`src/rtl/alt_vipitc130_common_pkg.sv`:
```
// Shared definitions for the clocked-video-output mode sequencer slice:
// FSM state encodings and elaboration-time parameter checks.
package alt_vipitc130_common_pkg;

  localparam logic [1:0] ST_IDLE    = 2'd0;
  localparam logic [1:0] ST_QUALIFY = 2'd1;
  localparam logic [1:0] ST_REQUEST = 2'd2;

  // True when stable_frames fits the qualification counter (1..2**cnt_width-1).
  function automatic bit cnt_width_ok(input int stable_frames, input int cnt_width);
    longint unsigned limit;
    limit = (64'd1 << cnt_width) - 64'd1;
    return (stable_frames >= 1) && (longint'(stable_frames) <= longint'(limit));
  endfunction

endpackage

```
`src/rtl/alt_vipitc130_common_lsb_isolate.sv`:
```
// Lowest-set-bit isolator: keeps only the least significant 1 of i_vec.
// All-zero input gives all-zero output.
module alt_vipitc130_common_lsb_isolate #(
  parameter int WIDTH = 3
) (
  input  logic [WIDTH-1:0] i_vec,
  output logic [WIDTH-1:0] o_vec
);

  logic [WIDTH-1:0] w_dec;

  assign w_dec = i_vec - WIDTH'(1);
  assign o_vec = i_vec & ~w_dec;

endmodule

```
`src/rtl/alt_vipitc130_common_mode_sequencer.sv`:
```
// Picks the lowest matching timing mode, qualifies it over STABLE_FRAMES
// frame boundaries, then commits it after a req/ack handshake.
module alt_vipitc130_common_mode_sequencer
  import alt_vipitc130_common_pkg::*;
#(
  parameter int NO_OF_MODES   = 3,
  parameter int STABLE_FRAMES = 2,
  parameter int CNT_WIDTH     = 2
) (
  input  logic                   clk,
  input  logic                   rst_n,
  input  logic                   enable,
  input  logic                   eof,
  input  logic [NO_OF_MODES-1:0] match,
  input  logic                   change_ack,
  output logic                   change_req,
  output logic [NO_OF_MODES-1:0] req_one_hot,
  output logic [NO_OF_MODES-1:0] one_hot,
  output logic                   mode_valid,
  output logic                   mode_changed
);

  localparam logic [CNT_WIDTH-1:0] STABLE_CNT = CNT_WIDTH'(STABLE_FRAMES);
  localparam logic [CNT_WIDTH-1:0] CNT_ONE    = CNT_WIDTH'(1);

  generate
    if (!cnt_width_ok(STABLE_FRAMES, CNT_WIDTH)) begin : g_bad_params
      $error("STABLE_FRAMES must be in 1..2**CNT_WIDTH-1");
    end
  endgenerate

  logic [1:0]             r_state;
  logic [CNT_WIDTH-1:0]   r_cnt;
  logic [NO_OF_MODES-1:0] r_pending;
  logic [NO_OF_MODES-1:0] r_one_hot;
  logic [NO_OF_MODES-1:0] r_req_one_hot;
  logic                   r_change_req;
  logic                   r_mode_valid;
  logic                   r_mode_changed;

  logic [NO_OF_MODES-1:0] w_cand;
  logic [CNT_WIDTH-1:0]   w_cnt_inc;
  logic [1:0]             w_state_nxt;
  logic [CNT_WIDTH-1:0]   w_cnt_nxt;
  logic [NO_OF_MODES-1:0] w_pending_nxt;
  logic                   w_req_set;
  logic                   w_commit;

  alt_vipitc130_common_lsb_isolate #(
    .WIDTH (NO_OF_MODES)
  ) u_lsb_isolate (
    .i_vec (match),
    .o_vec (w_cand)
  );

  assign w_cnt_inc = r_cnt + CNT_ONE;

  always_comb begin
    w_state_nxt   = r_state;
    w_cnt_nxt     = r_cnt;
    w_pending_nxt = r_pending;
    w_req_set     = 1'b0;
    w_commit      = 1'b0;
    case (r_state)
      ST_IDLE: begin
        if (eof && enable && (w_cand != r_one_hot)) begin
          w_pending_nxt = w_cand;
          w_cnt_nxt     = CNT_ONE;
          if (STABLE_FRAMES == 1) begin
            w_state_nxt = ST_REQUEST;
            w_req_set   = 1'b1;
          end else begin
            w_state_nxt = ST_QUALIFY;
          end
        end
      end
      ST_QUALIFY: begin
        // Losing enable takes priority over a coincident eof.
        if (!enable) begin
          w_state_nxt = ST_IDLE;
          w_cnt_nxt   = '0;
        end else if (eof) begin
          if (w_cand == r_pending) begin
            w_cnt_nxt = w_cnt_inc;
            if (w_cnt_inc == STABLE_CNT) begin
              w_state_nxt = ST_REQUEST;
              w_req_set   = 1'b1;
            end
          end else if (w_cand == r_one_hot) begin
            w_state_nxt = ST_IDLE;
            w_cnt_nxt   = '0;
          end else begin
            w_pending_nxt = w_cand;
            w_cnt_nxt     = CNT_ONE;
          end
        end
      end
      ST_REQUEST: begin
        // Only the ack or a reset leaves REQUEST; eof/match/enable are ignored.
        if (change_ack) begin
          w_commit    = 1'b1;
          w_state_nxt = ST_IDLE;
          w_cnt_nxt   = '0;
        end
      end
      default: begin
        w_state_nxt = ST_IDLE;
        w_cnt_nxt   = '0;
      end
    endcase
  end

  always_ff @(posedge clk or negedge rst_n) begin
    if (!rst_n) begin
      r_state        <= ST_IDLE;
      r_cnt          <= '0;
      r_pending      <= '0;
      r_one_hot      <= '0;
      r_req_one_hot  <= '0;
      r_change_req   <= 1'b0;
      r_mode_valid   <= 1'b0;
      r_mode_changed <= 1'b0;
    end else begin
      r_state        <= w_state_nxt;
      r_cnt          <= w_cnt_nxt;
      r_pending      <= w_pending_nxt;
      r_mode_changed <= w_commit;
      if (w_req_set) begin
        r_change_req  <= 1'b1;
        r_req_one_hot <= w_pending_nxt;
      end else if (w_commit) begin
        r_change_req  <= 1'b0;
        r_req_one_hot <= '0;
      end
      if (w_commit) begin
        r_one_hot    <= r_pending;
        r_mode_valid <= |r_pending;
      end
    end
  end

  assign change_req   = r_change_req;
  assign req_one_hot  = r_req_one_hot;
  assign one_hot      = r_one_hot;
  assign mode_valid   = r_mode_valid;
  assign mode_changed = r_mode_changed;

endmodule
```
`config.mk`:
```
export PLATFORM = sky130hd
export DESIGN_NAME = alt_vipitc130_common_mode_sequencer
export DESIGN_NICKNAME = d
export VERILOG_FILES = /design/src/rtl/alt_vipitc130_common_pkg.sv /design/src/rtl/alt_vipitc130_common_lsb_isolate.sv /design/src/rtl/alt_vipitc130_common_mode_sequencer.sv
export SDC_FILE = /design/constraint.sdc
export NUM_CORES = 1
export LEC_CHECK = 0
export CAP_MARGIN = 20
export CORE_MARGIN = 2
export CORE_UTILIZATION = 49
export CTS_CLUSTER_DIAMETER = 150
export DETAILED_ROUTE_END_ITERATION = 16
export PLACE_DENSITY = 0.83
export SLEW_MARGIN = 15
export SYNTH_ARGS = -nofsm -noshare
export SYNTH_HDL_FRONTEND = slang
export SYNTH_HIERARCHICAL = 1
export SYNTH_SLANG_ARGS = --single-unit
```
`constraint.sdc`:
```
create_clock -name clk -period 2.15 [get_ports clk]
set_input_delay 0.215 -clock clk [delete_from_list [all_inputs] [get_ports clk]]
set_output_delay 0.215 -clock clk [all_outputs]
set_load 0.02 [all_outputs]
```
==> results.json <==
{
  "dpl.hpwl_um": 1240,
  "critPathTopFamily": "simple AND/OR/NAND/NOR gates",
  "final_nets": 110,
  "cp_cell_sequence": "clkdlybuf4s50_1, nor3b_2, xor2_1, or3_4, nor4_4, mux2_2",
  "post-route-util_pct": 70.5,
  "cts_hold_buffers": 0,
  "htree_levels": 1,
  "status": "finished, final reports clean",
  "vias_per_cell": 5.37,
  "die_area_um2": 2040,
  "num_vias": 618,
  "grt_overflow": 0,
  "cap_violations": 0,
  "drt_drc_violations_left": 0,
  "portBuffers": 16,
  "max_stage_delay_ns": 0.45,
  "path_max_fanout": 4,
  "cp-end-kind": "register",
  "cts_root_buf": "clkbuf_4",
  "ctsLongestPathBuffers": 2,
  "clkLatencyLatePin_ns": 0.28,
  "crit_path_start_kind": "input port",
  "cp.arrival_ns": 2.19,
  "synth_nets": 82,
  "numClockSinks": 16,
  "dr_wl_met2_um": 760,
  "place_area_um2": 1060,
  "ioPinCount": 17,
  "numCtsBuffers": 3,
  "fp.dieW_um": 45.2,
  "drt_first_pass_iters": 2,
  "core_um2": 1540,
  "wl_met1_um": 754,
  "syn_avg_cell_area_um2": 11.4,
  "cts_resized": 0,
  "fin_crit_sh_pct": 93.8,
  "grt_max_degree": 17,
  "cts_tree": "done",
  "crit_required_ns": 2.32,
  "power_density_nw_per_um2": 909,
  "fillers": 125,
  "final.min_clock_period_ns": 2.02,
  "die_height_um": 45.2,
  "wl_met3_um": 45,
  "clkTransAtPathRegs_ns": 0.08,
  "syn-cell-area_um2": 832,
  "dp.cells": 112,
  "syn2layout_area_growth_pct": 30.7,
  "ys_seq_area_share_pct": 48.1,
  "synth.distinct_cells": 30,
  "ir_drop_v": 0.000583,
  "fmax_mhz": 496,
  "slowest_stage": "clkdlybuf4s50_1",
  "final_cells": 115,
  "hold_class": "in -> async",
  "p_total_mw": 0.989,
  "grt_pass1_wl_um": 2820,
  "timing.hold.ws_ns": 0.353,
  "num_rows": 14,
  "path_depth": 6,
  "path_buf_inv": 1,
  "crit_type": "in -> reg",
  "num_antenna_cells": 0,
  "drt-total-wl_um": 1590,
  "ant_nets": 0,
  "top_layer": "met4",
  "antenna_found_initial": 0,
  "grt_use_total_pct": 18.9,
  "finalHoldViolCount": 0,
  "fin_skew_ns": 0.000687,
  "post_drt_wl_per_cell_um": 13.8,
  "r2r_cells": 4,
  "drt-initial-drc-count": 15,
  "ys_seq_elements": 16,
  "postSynthCellCount": 73,
  "relSlewSlack_pct": 52.5,
  "rsz0062_at_grt": "no",
  "yosys_warnings": 6,
  "setup_violations": 0,
  "worst_pin_slew_ns": 0.711,
  "grt_pass1_vias": 672,
  "fin_area_um2": 1090,
  "postCtsSetupRepairBufs": 0,
  "gp_congestion": 0.795,
  "drive_gt1_share_pct": 26.3,
  "drv_slew": 0,
  "start_util_pct": 54.0,
  "p_leak_nw": 0.496
}
-- final timing paths --
path | from | to | slack [ns]
max in group asynchronous | rst_n | one_hot[0] | 1.35
worst min-delay path | rst_n | change_req | 0.35
min in group clk | mode_valid | mode_valid | 0.49
worst max register to register | r_pending[2] | req_one_hot[2] | 0.33
worst max-delay path | match[0] | req_one_hot[2] | 0.13
worst min register to register | mode_valid | mode_valid | 0.49
-- sequential cells by signal, indices dropped and copies added (netlist names) --
signal        flops
mode_valid        1
req_one_hot       3
r_pending         3
mode_changed      1
r_state           2
one_hot           3
change_req        1
r_cnt             2
-- layout by cell type, fill, tap and decap left out, types with 2 or more instances in the layout --
cell type,count
mux2_2,7
nor2b_1,2
buf_4,9
nand3_1,2
nand2_1,5
xor2_1,3
nand2b_1,2
xnor2_1,3
clkdlybuf4s50_1,16
and2_1,2
dfrtp_1,16
o21ai_0,3
inv_1,5
nand3b_1,2
clkbuf_4,3
a31oi_1,3
-- metrics by stage --
stage          worst slack, ns  setup TNS, ns
2_1_floorplan            0.337              0
3_3_place_gp            -0.129         -0.503
3_5_place_dp            -0.164         -0.632
6_report                 0.133              0
4_1_cts                  0.130              0
5_1_grt                0.00593              0
-- cell usage after synthesis --
master    number  area [um^2]
dfrtp_1       16          400
mux2_2         7         78.8
inv_1          5         18.8
nand2_1        5         18.8
a31oi_1        3         18.8
o21ai_0        3         15.0
xnor2_1        3         26.3
xor2_1         3         26.3
and2_1         2         12.5
buf_4          2         15.0
nand2b_1       2         12.5
nand3_1        2         10.0
nand3b_1       2         15.0
nor2b_1        2         12.5
a21o_2         1         8.76
a22oi_1        1         7.51
a31o_2         1         8.76
ha_1           1         12.5
mux2i_1        1         10.0
nor3_1         1         5.00
nor3b_2        1         12.5
nor4_1         1         6.26
nor4_4         1         21.3
o211ai_1       1         7.51
o31ai_1        1         7.51
o41ai_1        1         8.76
or2b_1         1         7.51
or3_2          1         7.51
or3_4          1         11.3
or3b_2         1         8.76
-- power by group --
| part | total (mW) | switching (mW) | internal, mW |
|---|---|---|---|
| Sequential | 0.430 | 0.0575 | 0.372 |
| Combinational | 0.407 | 0.192 | 0.214 |
| Clock | 0.152 | 0.0870 | 0.0651 |
| Total | 0.989 | 0.337 | 0.652 |
-- worst reg2reg max path: stages (launching register included) --
cell and delay (ns):
dfrtp_1 0.42, xor2_1 0.19, or3_4 0.42, nor4_4 0.30, mux2_2 0.38
-- routing by layer --
layer	GRT usage, %	vias to the layer above
li1	-	309
met2	30.0	12
met4	8.82	0
met3	2.40	3
met5	0	-
met1	25.5	294
-- layout make-up --
cell class                      count  area (um^2)  area share, %
Inverter                            5         18.8           1.73
Multi-Input combinational cell     50          398           36.6
Clock buffer                        3         22.5           2.07
Timing Repair Buffer               25          228           20.9
Tap cell                           16         20.0           1.84
Sequential cell                    16          400           36.8
-- cells by family after synthesis --
logic type / share of synthesized area [%]
AOI/OAI and AO/OA: 9.93
xor gates and xnor gates: 6.32
adders and majority gates: 1.50
buffers and inverters: 4.06
DFF: 48.1
muxes: 10.7
and+or+nand+nor: 19.4
Note: power is estimated with default switching activity, not from simulation.
